--- src/rtl/cla_addsub_pkg.sv ---
// Shared definitions for the pipelined CLA adder/subtractor: operation
// encodings, flag bit positions and the operation decode helpers.
package cla_addsub_pkg;

  localparam logic [1:0] OP_ADD = 2'b00;
  localparam logic [1:0] OP_SUB = 2'b01;
  localparam logic [1:0] OP_ADC = 2'b10;
  localparam logic [1:0] OP_SBC = 2'b11;

  localparam int FLAG_C = 0;
  localparam int FLAG_V = 1;
  localparam int FLAG_Z = 2;
  localparam int FLAG_N = 3;

  // SUB and SBC add the one's complement of B.
  function automatic logic op_inv_b(input logic [1:0] op);
    return (op == OP_SUB) || (op == OP_SBC);
  endfunction

  // Carry into bit 0; for SBC a set cin means "no borrow".
  function automatic logic op_c0(input logic [1:0] op, input logic cin);
    logic c0;
    case (op)
      OP_ADD:  c0 = 1'b0;
      OP_SUB:  c0 = 1'b1;
      default: c0 = cin;
    endcase
    return c0;
  endfunction

endpackage

--- src/rtl/cla_addsub_pipe_if.sv ---
// Valid/ready operand and result bus of cla_addsub_pipe.
// The sat signal exists only when CLA_ADDSUB_SAT_EN is defined.
interface cla_addsub_pipe_if #(
  parameter int WIDTH = 16
);
  logic             in_valid;
  logic             in_ready;
  logic [WIDTH-1:0] a;
  logic [WIDTH-1:0] b;
  logic [1:0]       op;
  logic             cin;
`ifdef CLA_ADDSUB_SAT_EN
  logic             sat;
`endif
  logic             out_valid;
  logic             out_ready;
  logic [WIDTH-1:0] sum;
  logic             flag_c;
  logic             flag_v;
  logic             flag_z;
  logic             flag_n;

  // Producer of operands / consumer of results.
  modport master (
    output in_valid, a, b, op, cin,
`ifdef CLA_ADDSUB_SAT_EN
    output sat,
`endif
    output out_ready,
    input  in_ready, out_valid, sum, flag_c, flag_v, flag_z, flag_n
  );

  // The arithmetic core.
  modport slave (
    input  in_valid, a, b, op, cin,
`ifdef CLA_ADDSUB_SAT_EN
    input  sat,
`endif
    input  out_ready,
    output in_ready, out_valid, sum, flag_c, flag_v, flag_z, flag_n
  );

endinterface

--- src/rtl/cla_group4.sv ---
// 4-bit carry-lookahead group: sum bits, carry out of bit 3 and the carry
// into bit 3 (needed for signed overflow when this is the MSB group).
module cla_group4 (
  input  logic [3:0] a,
  input  logic [3:0] b,
  input  logic       ci,
  output logic [3:0] s,
  output logic       co,
  output logic       c3
);
  logic [3:0] g;
  logic [3:0] p;
  logic       c1;
  logic       c2;

  assign g = a & b;
  assign p = a ^ b;

  // Flat lookahead equations; no carry ripples inside the group.
  assign c1 = g[0] | (p[0] & ci);
  assign c2 = g[1] | (p[1] & g[0]) | (p[1] & p[0] & ci);
  assign c3 = g[2] | (p[2] & g[1]) | (p[2] & p[1] & g[0]) | (p[2] & p[1] & p[0] & ci);
  assign co = g[3] | (p[3] & g[2]) | (p[3] & p[2] & g[1]) | (p[3] & p[2] & p[1] & g[0])
            | (p[3] & p[2] & p[1] & p[0] & ci);

  assign s = p ^ {c3, c2, c1, ci};

endmodule

--- src/rtl/cla_addsub_pipe.sv ---
// Pipelined N-bit adder/subtractor built from 4-bit CLA groups.
// Each stage evaluates GROUPS_PER_STAGE groups; the inter-group carry,
// the not-yet-used operand bits (skew) and the finished sum bits (deskew)
// are registered between stages. The last stage's register is the output
// register, so latency is LAT = WIDTH/(4*GROUPS_PER_STAGE) cycles.
// Optional feature: define CLA_ADDSUB_SAT_EN to add saturating mode.
// WIDTH must be a multiple of 4; GROUPS_PER_STAGE must divide WIDTH/4.
module cla_addsub_pipe
  import cla_addsub_pkg::*;
#(
  parameter int WIDTH            = 16,
  parameter int GROUPS_PER_STAGE = 1
) (
  input  logic             clk,
  input  logic             rst_n,
  cla_addsub_pipe_if.slave bus
);

  localparam int SW  = 4 * GROUPS_PER_STAGE;  // bits handled per stage
  localparam int LAT = WIDTH / SW;

  logic             advance;
  logic             out_valid_q;
  logic [WIDTH-1:0] sum_q;
  logic [3:0]       flags_q;

  // Signals leaving the last stage's combinational logic.
  logic [WIDTH-1:0] fin_s;
  logic             fin_c;
  logic             fin_c3;
  logic             fin_valid;
`ifdef CLA_ADDSUB_SAT_EN
  logic             fin_sat;
  logic             fin_a_msb;
`endif
  logic [WIDTH-1:0] fin_sum;
  logic             fin_v;

  // The whole pipeline moves as one; a stalled output freezes every stage.
  assign advance      = !out_valid_q || bus.out_ready;
  assign bus.in_ready = advance;

  for (genvar k = 0; k < LAT; k++) begin : g_stage
    localparam int OPW  = WIDTH - k * SW;  // operand bits still to process
    localparam int DONE = (k + 1) * SW;    // sum bits finished after this stage

    logic [OPW-1:0]            a_in;
    logic [OPW-1:0]            b_in;
    logic                      c_in;
    logic                      v_in;
`ifdef CLA_ADDSUB_SAT_EN
    logic                      sat_in;
`endif
    logic [GROUPS_PER_STAGE:0]   c;
    logic [GROUPS_PER_STAGE-1:0] c3;
    logic [SW-1:0]             grp_s;
    logic [DONE-1:0]           s_nx;

    if (k == 0) begin : g_src
      assign a_in = bus.a;
      assign b_in = bus.b ^ {WIDTH{op_inv_b(bus.op)}};
      assign c_in = op_c0(bus.op, bus.cin);
      assign v_in = bus.in_valid;
`ifdef CLA_ADDSUB_SAT_EN
      assign sat_in = bus.sat;
`endif
      assign s_nx = grp_s;
    end else begin : g_src
      assign a_in = g_stage[k-1].g_reg.a_q;
      assign b_in = g_stage[k-1].g_reg.b_q;
      assign c_in = g_stage[k-1].g_reg.c_q;
      assign v_in = g_stage[k-1].g_reg.v_q;
`ifdef CLA_ADDSUB_SAT_EN
      assign sat_in = g_stage[k-1].g_reg.sat_q;
`endif
      assign s_nx = {grp_s, g_stage[k-1].g_reg.s_q};
    end

    // Groups inside a stage chain their carries combinationally.
    assign c[0] = c_in;
    for (genvar j = 0; j < GROUPS_PER_STAGE; j++) begin : g_grp
      cla_group4 u_grp (
        .a  (a_in[4*j +: 4]),
        .b  (b_in[4*j +: 4]),
        .ci (c[j]),
        .s  (grp_s[4*j +: 4]),
        .co (c[j+1]),
        .c3 (c3[j])
      );
    end

    if (k < LAT - 1) begin : g_reg
      logic [OPW-SW-1:0] a_q;
      logic [OPW-SW-1:0] b_q;
      logic [DONE-1:0]   s_q;
      logic              c_q;
      logic              v_q;
`ifdef CLA_ADDSUB_SAT_EN
      logic              sat_q;
`endif

      // Stage register: carry, skewed operands, deskewed sum and valid move together.
      // NOTE: sequential state uses non-blocking assignments so every stage samples its predecessor's pre-edge value.
      always_ff @(posedge clk or negedge rst_n) begin
        if (!rst_n) begin
          // NOTE: data fields are reset as well so outputs never carry X after reset.
          v_q <= 1'b0;
          c_q <= 1'b0;
          a_q <= '0;
          b_q <= '0;
          s_q <= '0;
`ifdef CLA_ADDSUB_SAT_EN
          sat_q <= 1'b0;
`endif
        end else if (advance) begin
          v_q <= v_in;
          c_q <= c[GROUPS_PER_STAGE];
          a_q <= a_in[OPW-1:SW];
          b_q <= b_in[OPW-1:SW];
          s_q <= s_nx;
`ifdef CLA_ADDSUB_SAT_EN
          sat_q <= sat_in;
`endif
        end
      end
    end else begin : g_fin
      assign fin_s     = s_nx;
      assign fin_c     = c[GROUPS_PER_STAGE];
      assign fin_c3    = c3[GROUPS_PER_STAGE-1];
      assign fin_valid = v_in;
`ifdef CLA_ADDSUB_SAT_EN
      assign fin_sat   = sat_in;
      assign fin_a_msb = a_in[SW-1];
`endif
    end
  end

  assign fin_v = fin_c3 ^ fin_c;

  // Final result, clamped on signed overflow when saturation is requested.
  always_comb begin
    // NOTE: default assignment first keeps this block free of latches.
    fin_sum = fin_s;
`ifdef CLA_ADDSUB_SAT_EN
    if (fin_sat && fin_v) begin
      // On overflow both addends share A's sign, so A's MSB gives the direction.
      fin_sum = fin_a_msb ? {1'b1, {(WIDTH-1){1'b0}}} : {1'b0, {(WIDTH-1){1'b1}}};
    end
`endif
  end

  // Output register; result and flags only update when a valid op lands,
  // so they keep their last value across bubbles and stalls.
  always_ff @(posedge clk or negedge rst_n) begin
    if (!rst_n) begin
      out_valid_q <= 1'b0;
      sum_q       <= '0;
      flags_q     <= '0;
    end else if (advance) begin
      out_valid_q <= fin_valid;
      if (fin_valid) begin
        sum_q           <= fin_sum;
        flags_q[FLAG_C] <= fin_c;
        flags_q[FLAG_V] <= fin_v;
        flags_q[FLAG_Z] <= ~|fin_sum;
        flags_q[FLAG_N] <= fin_sum[WIDTH-1];
      end
    end
  end

  assign bus.out_valid = out_valid_q;
  assign bus.sum       = sum_q;
  assign bus.flag_c    = flags_q[FLAG_C];
  assign bus.flag_v    = flags_q[FLAG_V];
  assign bus.flag_z    = flags_q[FLAG_Z];
  assign bus.flag_n    = flags_q[FLAG_N];

endmodule

--- src/flat_wrapper.sv ---
// flat-port wrapper written by rule: the top's interface ports become plain ports
module cla_addsub_pipe_flat import cla_addsub_pkg::*;
#(
  parameter int WIDTH            = 16,
  parameter int GROUPS_PER_STAGE = 1
)
  (clk, rst_n, bus_in_valid, bus_a, bus_b, bus_op, bus_cin, bus_out_ready, bus_in_ready, bus_out_valid, bus_sum, bus_flag_c, bus_flag_v, bus_flag_z, bus_flag_n);
  cla_addsub_pipe_if #(.WIDTH(WIDTH)) bus_i ();
  input  logic clk;
  input  logic rst_n;
  input wire logic [$bits(bus_i.in_valid)-1:0] bus_in_valid;
  input wire logic [$bits(bus_i.a)-1:0] bus_a;
  input wire logic [$bits(bus_i.b)-1:0] bus_b;
  input wire logic [$bits(bus_i.op)-1:0] bus_op;
  input wire logic [$bits(bus_i.cin)-1:0] bus_cin;
  input wire logic [$bits(bus_i.out_ready)-1:0] bus_out_ready;
  output wire logic [$bits(bus_i.in_ready)-1:0] bus_in_ready;
  output wire logic [$bits(bus_i.out_valid)-1:0] bus_out_valid;
  output wire logic [$bits(bus_i.sum)-1:0] bus_sum;
  output wire logic [$bits(bus_i.flag_c)-1:0] bus_flag_c;
  output wire logic [$bits(bus_i.flag_v)-1:0] bus_flag_v;
  output wire logic [$bits(bus_i.flag_z)-1:0] bus_flag_z;
  output wire logic [$bits(bus_i.flag_n)-1:0] bus_flag_n;
  assign bus_i.in_valid = bus_in_valid;
  assign bus_i.a = bus_a;
  assign bus_i.b = bus_b;
  assign bus_i.op = bus_op;
  assign bus_i.cin = bus_cin;
  assign bus_i.out_ready = bus_out_ready;
  assign bus_in_ready = bus_i.in_ready;
  assign bus_out_valid = bus_i.out_valid;
  assign bus_sum = bus_i.sum;
  assign bus_flag_c = bus_i.flag_c;
  assign bus_flag_v = bus_i.flag_v;
  assign bus_flag_z = bus_i.flag_z;
  assign bus_flag_n = bus_i.flag_n;
  cla_addsub_pipe #(.WIDTH(WIDTH), .GROUPS_PER_STAGE(GROUPS_PER_STAGE)) u_core (.clk(clk), .rst_n(rst_n), .bus(bus_i));
endmodule
--- config.mk ---
export PLATFORM = sky130hd
export DESIGN_NAME = cla_addsub_pipe_flat
export DESIGN_NICKNAME = d
export VERILOG_FILES = /design/src/rtl/cla_addsub_pkg.sv /design/src/rtl/cla_addsub_pipe_if.sv /design/src/rtl/cla_group4.sv /design/src/rtl/cla_addsub_pipe.sv /design/src/flat_wrapper.sv
export SDC_FILE = /design/constraint.sdc
export NUM_CORES = 1
export LEC_CHECK = 0
export CAP_MARGIN = 30
export CORE_ASPECT_RATIO = 1.4
export CORE_UTILIZATION = 44
export CTS_CLUSTER_SIZE = 24
export DETAILED_ROUTE_END_ITERATION = 8
export GPL_ROUTABILITY_DRIVEN = 0
export GPL_TIMING_DRIVEN = 1
export PLACE_DENSITY = 0.69
export SLEW_MARGIN = 20
export SYNTH_ARGS = -nofsm -noshare
export SYNTH_HDL_FRONTEND = slang
export SYNTH_SLANG_ARGS = --single-unit
--- constraint.sdc ---
create_clock -name clk -period 1.7 [get_ports clk]
set_input_delay 0.255 -clock clk [delete_from_list [all_inputs] [get_ports clk]]
set_output_delay 0.255 -clock clk [all_outputs]
set_load 0.005 [all_outputs]
==> Yosys cells after proc, flatten, opt, wreduce, memory -nomap -nowiden <==
Cells that the tools add are included.
W data, S select, Z words.
{ "classes": {"eq_ne": 2, "mux": 1, "n_bitwise": 118, "n_reduce_logical": 7} }
{ "ops": {"columns": ["op", "count"], "rows": [
  ["$and A1 B1 Y1", 64],
  ["$or A1 B1 Y1", 40],
  ["$xor A4 B4 Y4", 8],
  ["$and A4 B4 Y4", 4],
  ["$reduce_or A16 Y1", 1],
  ["$xor A16 B16 Y16", 1],
  ["$eq A2 B1 Y1 const B", 1],
  ["$eq A2 B2 Y1 const B", 1],
  ["$logic_not A1 Y1", 2],
  ["$logic_not A2 Y1", 1],
  ["$logic_or A1 B1 Y1", 2],
  ["$pmux W1 S2", 1],
  ["$reduce_and A2 Y1", 1],
  ["$xor A1 B1 Y1", 1]
]} }
{ "word_totals": {"reg_bits": 99, "inputBits": 39} }

==> Logic depth before layout (Yosys ltp) <==
Gate-level depths: netlist of the first run.
{ "depth": {"word_depth": 9, "ltp_mapped": 9} }

==> Hierarchy <==
A second synthesis of the first run with hierarchy kept.
{ "hier_totals": {"cells_unflattened": 308, "area_unflattened_um2": 4695.8} }
{ "by_module_without_submodules": {"columns": ["module", "n_inst", "cells_each", "area_per_inst_um2", "seq_area_each_um2"], "rows": [
  ["cla_addsub_pipe", 1, 248, 4120.2, 2452.4],
  ["cla_group4 (u_core.g_stage[1].g_grp[0].u_grp ...)", 3, 14, 140.1, 0.0],
  ["cla_group4 (u_core.g_stage[0].g_grp[0].u_grp)", 1, 18, 155.1, 0.0]
]} }

==> Least setup slack after synthesis of the first run <==
Ideal clock, no wire load.
{ "synth_timing": {"kind": "input port to flip-flop", "from": "input port bus_op[0]", "to": "register u_core.g_stage[0].g_reg.c_q", "setup_time_ns": 0.127, "arrival_time_ns": 1.825, "required_ns": 1.573, "slack_ns": -0.252, "path_stages": 9, "path_buffers": 2, "cell_sequence": "buf_6 buf_2 xor2_1 ha_1 a21o_1 a31o_1 a21o_1 a21oi_1 a21oi_1"} }
{ "synth_via": {"elab_chain_len": 9, "elab_cells_between_ends": 19} }
{ "synth_lines": {"columns": ["item", "line", "source"], "rows": [
  ["start: declaration", "flat_wrapper.sv:14", "input wire logic [$bits(bus_i.op)-1:0] bus_op;"],
  ["$eq A2 B1 Y1 or $eq A2 B2 Y1 (tied branches)", "cla_addsub_pkg.sv:17, cla_addsub_pkg.sv:23", null],
  ["$logic_or A1 B1 Y1", "cla_addsub_pkg.sv:17", "return (op == OP_SUB) || (op == OP_SBC);"],
  ["$xor A16 B16 Y16", "cla_addsub_pipe.sv:61", "assign b_in = bus.b ^ {WIDTH{op_inv_b(bus.op)}};"],
  ["$xor A4 B4 Y4 or $and A4 B4 Y4 (tied branches)", "cla_group4.sv:17, cla_group4.sv:16", null],
  ["$and A1 B1 Y1 (on tied branches)", "cla_group4.sv:23, cla_group4.sv:24", null],
  ["$or A1 B1 Y1, or another cell as far along (2 in series)", "cla_group4.sv:23", "assign co = g[3] | (p[3] & g[2]) | (p[3] & p[2] & g[1]) | (p[3] & p[2] & p[1] & g[0])"],
  ["$or A1 B1 Y1 or $and A1 B1 Y1 (tied branches)", "cla_group4.sv:23, cla_group4.sv:24", null],
  ["$or A1 B1 Y1 (*)", "cla_group4.sv:24", "| (p[3] & p[2] & p[1] & p[0] & ci);"],
  ["end signal: assignment", "cla_addsub_pipe.sv:117", "c_q <= c[GROUPS_PER_STAGE];"],
  ["end: declaration", "cla_addsub_pipe.sv:96", "logic c_q;"]
]} }
Every way passes the cells marked *; elsewhere a longest branch is shown, timed or not.
A chain may end at the register's enable or synchronous reset.

==> Worst setup path in the final report of the first run <==
{ "layout_timing": {"from": "register u_core.g_stage[2].g_reg.a_q[0]", "to": "register u_core.flags_q[2]"} }
{ "layout_via": {"elab_chain_len": 7, "elab_cells_between_ends": 17} }
{ "layout_lines": {"columns": ["item", "line", "source"], "rows": [
  ["start: declaration", "cla_addsub_pipe.sv:93", "logic [OPW-SW-1:0] a_q;"],
  ["start signal: assignment", "cla_addsub_pipe.sv:118", "a_q <= a_in[OPW-1:SW];"],
  ["$and A4 B4 Y4 or $xor A4 B4 Y4 (tied branches)", "cla_group4.sv:16, cla_group4.sv:17", null],
  ["$and A1 B1 Y1 (on tied branches)", "cla_group4.sv:21, cla_group4.sv:22", null],
  ["$or A1 B1 Y1, or another cell as far along", "cla_group4.sv:21", "assign c2 = g[1] | (p[1] & g[0]) | (p[1] & p[0] & ci);"],
  ["$or A1 B1 Y1 (on tied branches)", "cla_group4.sv:21, cla_group4.sv:22", null],
  ["$xor A4 B4 Y4 (*)", "cla_group4.sv:26", "assign s = p ^ {c3, c2, c1, ci};"],
  ["$reduce_or A16 Y1 (*)", "cla_addsub_pipe.sv:165", "flags_q[FLAG_Z] <= ~|fin_sum;"],
  ["$logic_not A1 Y1 (*)", "cla_addsub_pipe.sv:165", null],
  ["end signal: indexed assignment", "cla_addsub_pipe.sv:164", "flags_q[FLAG_V] <= fin_v;"],
  ["end signal: indexed assignment", "cla_addsub_pipe.sv:165", null],
  ["end signal: indexed assignment", "cla_addsub_pipe.sv:166", "flags_q[FLAG_N] <= fin_sum[WIDTH-1];"],
  ["end: declaration", "cla_addsub_pipe.sv:25", "logic [3:0] flags_q;"]
]} }
Marks and branches as above.

==> results of run 1 <==
-- worst min-delay path by stage --
stage | startpoint | end | slack, ps | cells past startpoint
floorplan | rst_n | u_core.bus.out_valid$_DFFE_PN0N_ | -40 | 0
global placement | rst_n | u_core.g_stage[0].g_reg.a_q[2]$_DFFE_PN0N_ | 350 | 2
detailed placement | rst_n | u_core.g_stage[0].g_reg.a_q[2]$_DFFE_PN0N_ | 350 | 2
CTS | bus_a[4] | u_core.g_stage[0].g_reg.a_q[0]$_DFFE_PN0N_ | 480 | 3
global route | bus_a[4] | u_core.g_stage[0].g_reg.a_q[0]$_DFFE_PN0N_ | 480 | 3
finish | u_core.g_stage[0].g_reg.a_q[11]$_DFFE_PN0N_ | u_core.g_stage[0].g_reg.a_q[11]$_DFFE_PN0N_ | 480 | 1
-- area by class of cell --
class	count	area [um2]
fillers	821	3990
flip-flops and latches	98	2450
multi-input cells	207	1760
repair buffers	82	805
clock buffers	15	278
well taps	110	138
inverters	8	30.0
clock inverters	1	7.51
-- where the power goes --
part / leakage, nW / internal (W) / total [W] / switching (W)
registers: 1.13 / 0.00338 / 0.00402 / 0.000631
clock network: 0.136 / 0.00111 / 0.00190 / 0.000791
logic: 1.09 / 0.00216 / 0.00379 / 0.00163
total: 2.35 / 0.00666 / 0.00971 / 0.00305
-- repair_timing --
| action | in CTS | in global routing |
|---|---|---|
| hold endpoints to repair | 34 | 0 |
| setup endpoints to repair | 8 | 9 |
| hold buffers | 1 | 0 |
| pin swaps | 6 | 5 |
| resized for setup | 3 | 4 |
| setup buffers | 2 | 0 |
-- critical path, delay by kind of cell (launching register included) --
family                   cells  cell delay (ps)
flip-flops                   1              420
AO/OA/AOI/OAI                3              680
adder cells (fa/ha/maj)      1              330
XOR/XNOR                     1              110
AND/OR/NAND/NOR              1               70
-- routing by layer --
layer  global-route usage, %  share of wire (%)  wire length (um)  vias to the layer above
li1                        -                  -                 -                     1278
met4                    6.56                1.5               110                        0
met1                    21.0                 47              3370                     1249
met3                    3.12                2.7               192                        8
met5                       0                  0                 0                        -
met2                    25.1                 49              3550                       48
-- cells by family (layout without fill, tap and decap cells) --
logic type,count (synthesis),count (layout),synth area share [%]
simple gates,45,45,4.36
compound gates,48,48,6.43
xor+xnor,28,28,5.70
fa+ha+maj,20,20,6.52
flops,98,98,57.0
mux,66,66,17.3
buf+inv,25,106,2.71
-- flip-flops by register name, summed over array words and instances (netlist names) --
signal and cells:
u_core.g_stage.g_reg.s_q 24, u_core.g_stage.g_reg.c_q 3, u_core.g_stage.g_reg.v_q 2, u_core.g_stage.g_reg.a_q 24, u_core.bus.sum 15, u_core.fin_valid 1, u_core.bus.out_valid 1, u_core.flags_q 4
u_core.g_stage.g_reg.b_q 24
-- through the flow --
step           std cells  hold WS, ps  total power (W)  instance area [um2]  utilization (%)
6_report             521          480          0.00971                 5470             57.8
5_1_grt              521          483           0.0104                 5470             57.8
4_1_cts              521          480          0.00981                 5450             57.7
3_5_place_dp         502          349          0.00779                 5140             54.3
3_3_place_gp         502          349          0.00763                 5140             54.3
2_1_floorplan        330        -40.6          0.00634                 4320                -
-- Yosys cell counts --
master	n	area, um2
dfrtp_1	98	2450
mux2_1	40	450
a21oi_1	32	160
nor2_1	29	109
mux2_2	25	282
xnor2_1	20	175
ha_1	16	200
buf_2	9	45.0
inv_1	8	30.0
nand2_1	8	30.0
xor2_1	8	70.1
o21ai_0	5	25.0
a21o_1	4	30.0
clkbuf_1	4	15.0
fa_1	4	80.1
nand2b_1	3	18.8
buf_1	2	7.51
nor3_1	2	10.0
o21bai_1	2	15.0
a211oi_1	1	7.51
a21oi_2	1	8.76
a31o_1	1	8.76
buf_4	1	7.51
buf_6	1	11.3
mux2i_1	1	10.0
nand4_1	1	6.26
nor4_1	1	6.26
o21ai_1	1	5.00
o41ai_2	1	16.3
or4_1	1	7.51
==> impl_metrics.ini, run 1 <==
[power]
p_per_area_mw_per_mm2 = 1780
total_leakage_power_nw = 2.35
vdd_drop_max_mv = 0.795

[timing]
min_period_ps = 1700
hold_violations = 0
slew_headroom_pct = 65.2
tightest_slew_ps = 521
finalSetupViolCount = 1
finalSetupTns_ps = -4.68
rsz0062_at_grt = yes
fmax_mhz = 587
fin_skew_ps = 2.68
setup_ws_ps = -4.68
fin_crit_sh_pct = 100
maxSlewViolCount = 0

[job]
drv_cap = 0

[clocking]
clock-sinks = 98
htree_levels = 3
path_clk_slew_ps = 60
clock_latency_ps = 330
cts_tree = yes
cts_buffer_depth = 2
clock-root-buffer = clkbuf_16
cts_buffers = 9

[worst_hold_path]
hp-class = reg2reg

[floorplan]
ios = 61
coreArea_mm2 = 0.00946
dieArea_mm2 = 0.0102
die_w_um = 85.6
start_util_pct = 45.5
fp.dieH_um = 119
fp-row-count = 42

[worst_setup_path]
critPathSlowestCell = dfrtp_1
critPathMaxFanout = 3
cp.required_ps = 1930
cp-start-kind = flop
end_kind = flop
slowest_delay_ps = 420
reg2reg_depth = 6
timing.rr.end = u_core.flags_q[2]$_DFFE_PN0P_
rr_startpoint = u_core.g_stage[2].g_reg.a_q[0]$_DFFE_PN0N_
critPathCapture = u_core.flags_q[2]$_DFFE_PN0P_
crit_type = reg2reg
reg2reg_slack_ps = -5
crit_chain = ha_1, a211oi_2, nor2_2, a21oi_2, xnor2_1, o41ai_2
arrival_ps = 1940
worstSetupStartpoint = u_core.g_stage[2].g_reg.a_q[0]$_DFFE_PN0N_

[logic_synthesis]
synth_seq_cells = 98
yosysSeqAreaShare_pct = 57.0
yosysWarningCount = 0
syn_inst = 330
synth_cell_types = 30
syn-num-nets = 389
synth_area_per_cell_um2 = 13.0
netlist_area_mm2 = 0.00430

[status]
failed_checks = negative setup slack
run_status = finished, violations left

[routing]
antenna_left = 0
drc = 0
drt-pass1-iter-count = 4
wl_per_cell_um = 13.9
vias = 2583
drt_iter0_drc = 149
routed_wl_um = 7230
post_drt_via_cell_ratio = 4.96

[global_routing]
grt_usage_pct = 15.8
grt_pass1_vias = 2553
grt_start_max_net_pins = 99
antenna_found_initial = 0
grt_pass1_wl_um = 12300
grt_overflow = 0

[finish]
drive_gt1_share_pct = 16.5
nets = 465
area_delta_synth_final_pct = 27.2
final_cell_mix = dfrtp_1 (98), clkdlybuf4s50_1 (57), mux2_1 (40), a21oi_1 (30), nor2_1 (28)
antenna_cells = 0
final_common_cell = dfrtp_1

[place]
dp_hpwl_um = 5170
io_buffers = 60
post-place-ws_ps = -458
Note: power is estimated with default switching activity, not from simulation.
==> run 2: changes to the inputs <==
CAP_MARGIN = 10   (was 30)
CORE_UTILIZATION = 40   (was 44)
PLACE_DENSITY = unset   (was 0.69)
clock period = 1.9 ns   (was 1.7 ns; I/O delays follow)
==> run 2 against run 1 <==
Net effect:
- the flow now finishes without violations
- cell count is 4.8% higher
- total power is 10% lower
- non-clock buffer count is 3 lower
- clock-buffer cell count fell by 1
- wire length grew 2.7%
- sequential cell count stayed put
- clock skew up 2.4 ps
- register-to-register slack better by 120 ps
- worst setup slack gained 120 ps
- critical path depth down 3
- global-route usage fell by 0.62 points
- first-iteration DRC count fell by 47%
==> impl_metrics.ini, run 2 (synthesized netlist as in run 1, its figures left out) <==
[status]
run_status = completed

[worst_setup_path]
end_kind = output port
cp-start-kind = input pin
cp.required_ps = 1620
arrival_ps = 1500
critPathMaxFanout = 9
worstSetupStartpoint = bus_out_ready
rr_startpoint = u_core.g_stage[2].g_reg.b_q[0]$_DFFE_PN0N_
crit_type = in2out

[global_routing]
grt_usage_pct = 15.1
grt_pass1_wl_um = 12900
grt_overflow = 0
grt_start_max_net_pins = 99
grt_pass1_vias = 2633
antenna_found_initial = 0

[routing]
routed_wl_um = 7420
drt-pass1-iter-count = 4
drt_iter0_drc = 79
antenna_left = 0
vias = 2591
drc = 0
wl_per_cell_um = 13.6
post_drt_via_cell_ratio = 4.75

[timing]
slew_headroom_pct = 65.7
maxSlewViolCount = 0
fin_skew_ps = 5.07
fmax_mhz = 559
hold_violations = 0
fin_crit_sh_pct = 94.2
tightest_slew_ps = 514
rsz0062_at_grt = no
finalSetupViolCount = 0
holdWs_ps = 3.18
min_period_ps = 1790

[finish]
antenna_cells = 0
final_common_cell = dfrtp_1
nets = 462
drive_gt1_share_pct = 15.7
final_util_pct = 52.8
final_cell_mix = dfrtp_1 (98), clkdlybuf4s50_1 (58), mux2_1 (40), a21oi_1 (31), nor2_1 (29)
fillers = 919
area_delta_synth_final_pct = 27.7
reg_top3 = u_core.g_stage.g_reg.a_q: 24 flops, u_core.g_stage.g_reg.b_q: 24 flops, u_core.g_stage.g_reg.s_q: 24 flops

[floorplan]
fp.dieH_um = 125
fp-row-count = 44
start_util_pct = 41.3
coreArea_mm2 = 0.0104
die_w_um = 89.6
dieArea_mm2 = 0.0112
ios = 61

[place]
io_buffers = 60
dp_hpwl_um = 5330

[clocking]
cts_buffer_depth = 2
clock-root-buffer = clkbuf_16
cts_tree = yes
ctsHoldBuffers = 0
clock-sinks = 98
clock_latency_ps = 330
path_clk_slew_ps = 60
htree_levels = 3
cts_buffers = 9

[power]
vdd_drop_max_mv = 0.543
p_sw_w = 0.00270
p_per_area_mw_per_mm2 = 1590
p_int_w = 0.00602
p_clk_share_pct = 20.7
total_leakage_power_nw = 2.35
pwr-share-seq_pct = 40.9
combPwrFrac_pct = 38.4
p_sw_share_pct = 31.0

[job]
drv_cap = 0

[worst_hold_path]
hp-class = in2async
run 2: what timing repair did:
item | CTS | global route
pin swaps | 1 | 1
resized for setup | 0 | 4
endpoints found under the setup margin | 1 | 5
buffers inserted | 1 | 0
hold endpoints to repair | 0 | 0
run 2: area by class of cell:
type                       instances  area [um2]  area share (%)
inverter                           8        30.0           0.547
sequential                        98        2450            44.7
multi-input combinational        207        1760            32.0
tap                              138         173            3.14
timing repair buffer              79         781            14.2
clock buffer                      14         264            4.81
clock inverter                     2        35.0           0.638
run 2: path summary, 6_finish.rpt:
| path | endpoint | slack [ps] | cells after the start |
|---|---|---|---|
| min in group clk | u_core.bus.sum[13]$_DFFE_PN0P_ | 480 | 2 |
| worst max register to register | u_core.flags_q[2]$_DFFE_PN0P_ | 120 | 6 |
| worst max-delay path | bus_in_ready | 110 | 3 |
| worst min-delay path | u_core.bus.out_valid$_DFFE_PN0N_ | 3 | 2 |
| max in group asynchronous | u_core.g_stage[1].g_reg.b_q[1]$_DFFE_PN0N_ | 1520 | 2 |
| worst min register to register | u_core.bus.sum[13]$_DFFE_PN0P_ | 480 | 2 |
run 2: power by group through the flow:
stage	Sequential, W	Clock, W	Combinational [W]
floorplan	0.00345	0	0.00221
global placement	0.00359	0	0.00325
detailed placement	0.00362	0	0.00333
CTS	0.00358	0.00187	0.00338
global route	0.00370	0.00195	0.00374
finish	0.00357	0.00181	0.00335
run 2: metrics by stage:
stage                     TNS, ps  setup slack, ps  instance area (um2)  instances  total power (W)
after detailed placement    -1490             -341                 5160        529          0.00695
final                           0              111                 5490        546          0.00873
after global placement      -1290             -309                 5160        529          0.00684
after CTS                       0             18.4                 5470        546          0.00884
after global routing            0             11.3                 5490        546          0.00939
after floorplan                 0            0.817                 4310        330          0.00567
run 2: critical path, stage by stage:
cell and delay (ps):
clkdlybuf4s50_1 460, nand2b_4 220, clkdlybuf4s50_1 530
run 2: per-layer routing:
layer	share of wire, %	wire, um	vias up	GRT usage, %
li1	-	-	1276	-
met1	47	3490	1260	21.5
met2	48	3580	43	22.5
met3	2.9	215	12	3.11
met4	1.8	137	0	5.88
met5	0	0	-	0
==> run 3: changes to the inputs <==
DONT_BUFFER_PORTS = 1   (was unset)
RECOVER_POWER = 50   (was unset)
clock period = 2.2 ns   (was 1.9 ns; I/O delays follow)
==> run 3 against run 2 <==
Net effect:
- utilization down 7.4 points
- worst hold slack lost 320 ps
- total power shrank 22%
- sequential cell count is the same
- worst setup slack better by 170 ps
- critical path type is now reg2out
- cell area down 14%
- cell count shrank 13%
- the run now ends with negative hold slack left
- highest routed layer unchanged
==> impl_metrics.ini, run 3 (synthesized netlist as in run 1, its figures left out) <==
[status]
run_status = finished, violations left
failed_checks = negative hold slack

[routing]
routed_wl_um = 6870
drt-pass1-iter-count = 4
wl_per_cell_um = 14.5
drc = 0
drt_iter0_drc = 119
antenna_left = 0
post_drt_via_cell_ratio = 4.93
vias = 2332

[worst_setup_path]
crit_family = buffers and inverters
worst-path-buf-inv = 2
timing.rr.end = u_core.flags_q[2]$_DFFE_PN0P_
slowest_delay_ps = 420
cp-start-kind = flop
rr_startpoint = u_core.g_stage[2].g_reg.c_q$_DFFE_PN0N_
arrival_ps = 1590
end_kind = output port
reg2reg_slack_ps = 280
reg2reg_depth = 4
crit_chain = nand2b_4, buf_12, buf_4
critPathMaxFanout = 67
crit_type = reg2out
cp.required_ps = 1870
critPathSlowestCell = dfrtp_1

[worst_hold_path]
hp-class = in2async

[power]
vdd_drop_max_mv = 0.401
p_per_area_mw_per_mm2 = 1440
total_leakage_power_nw = 2.01

[finish]
fillers = 961
antenna_cells = 0
reg_top3 = u_core.g_stage.g_reg.a_q: 24 flops, u_core.g_stage.g_reg.b_q: 24 flops, u_core.g_stage.g_reg.s_q: 24 flops
final_common_cell = dfrtp_1
multi_input_area_mm2 = 0.00174
area_delta_synth_final_pct = 9.86
final_cells = 473
drive_gt1_share_pct = 14.6
finalInstanceArea_mm2 = 0.00472
final_cell_mix = dfrtp_1 (98), mux2_1 (40), a21oi_1 (32), nor2_1 (29), mux2_2 (25)
nets = 389
seqCellArea_mm2 = 0.00245

[floorplan]
die_w_um = 89.6
ios = 61
dieArea_mm2 = 0.0112
fp-row-count = 44
start_util_pct = 41.3
coreArea_mm2 = 0.0104
fp.dieH_um = 125

[clocking]
path_clk_slew_ps = 60
htree_levels = 3
clock_latency_ps = 340
cts_tree = yes
cts-resized-gates = 0
clock-root-buffer = clkbuf_16
clock-sinks = 98
cts_buffers = 9
cts_buffer_depth = 2
cts_setup_buffers = 0

[global_routing]
antenna_found_initial = 0
grt_overflow = 0
grt_pass1_wl_um = 11800
grt_usage_pct = 14.1
grt_pass1_vias = 2387
grt_start_max_net_pins = 99

[timing]
min_period_ps = 1920
slew_headroom_pct = 72.6
finalSetupViolCount = 0
setup_ws_ps = 277
maxSlewViolCount = 0
hold_violations = 98
finalSetupTns_ps = 0
tightest_slew_ps = 407
fin_crit_sh_pct = 87.4
rsz0062_at_grt = no
fmax_mhz = 520
fin_skew_ps = 5.86
holdWs_ps = -318

[place]
post-place-ws_ps = 248
dp_cells = 457
io_buffers = 0
placed_area_mm2 = 0.00445
dp_hpwl_um = 4770

[job]
drv_cap = 0
==> run 3: changes by cell type in the layout (fill, tap and decap cells not counted), moves of 2 or more <==
cell and delta:
clkbuf_1 -2, clkdlybuf4s50_1 -58, buf_12 -2, buf_4 -12, clkinv_2 +2, clkinvlp_4 +2
==> run 3: worst register-to-register path, cell delays in order, from the launching register on <==
cell	delay (ps)
dfrtp_1	420
fa_1	560
nor4_1	440
nand4_1	190
o41ai_2	210
==> run 3: worst max path at each step <==
stage / from / endpoint / depth (start not counted)
after floorplan: bus_op[0] / u_core.g_stage[0].g_reg.c_q$_DFFE_PN0N_ / 9
after global placement: u_core.g_stage[2].g_reg.c_q$_DFFE_PN0N_ / u_core.flags_q[2]$_DFFE_PN0P_ / 4
after detailed placement: u_core.g_stage[2].g_reg.c_q$_DFFE_PN0N_ / u_core.flags_q[2]$_DFFE_PN0P_ / 4
after CTS: u_core.g_stage[2].g_reg.c_q$_DFFE_PN0N_ / u_core.flags_q[2]$_DFFE_PN0P_ / 4
after global routing: u_core.g_stage[2].g_reg.c_q$_DFFE_PN0N_ / u_core.flags_q[2]$_DFFE_PN0P_ / 4
final: u_core.bus.out_valid$_DFFE_PN0N_ / bus_in_ready / 3
==> run 3: layout make-up <==
type	count	area share, %
Sequential cell	98	51.9
Multi-Input combinational cell	207	36.8
Clock buffer	11	5.14
Tap cell	138	3.65
Timing Repair Buffer	6	1.22
Clock inverter	5	0.636
Inverter	8	0.636
==> run 3: report_power, final <==
group | internal [W] | switching (W)
Combinational | 0.00117 | 0.00105
Clock | 0.000791 | 0.000632
Sequential | 0.00262 | 0.000528
==> run 3: per-layer routing <==
metal	global-route usage [%]	share of wire, %	vias to the layer above
li1	-	-	1135
met1	18.8	45	1138
met3	4.77	5.9	13
met4	6.16	2.2	0
met5	0	0	-
met2	20.5	46	46
==> run 3: through the flow <==
stage	util, %	power [W]
floorplan	-	0.00489
global placement	42.8	0.00535
detailed placement	42.8	0.00546
CTS	45.4	0.00692
global route	45.4	0.00734
finish	45.4	0.00679
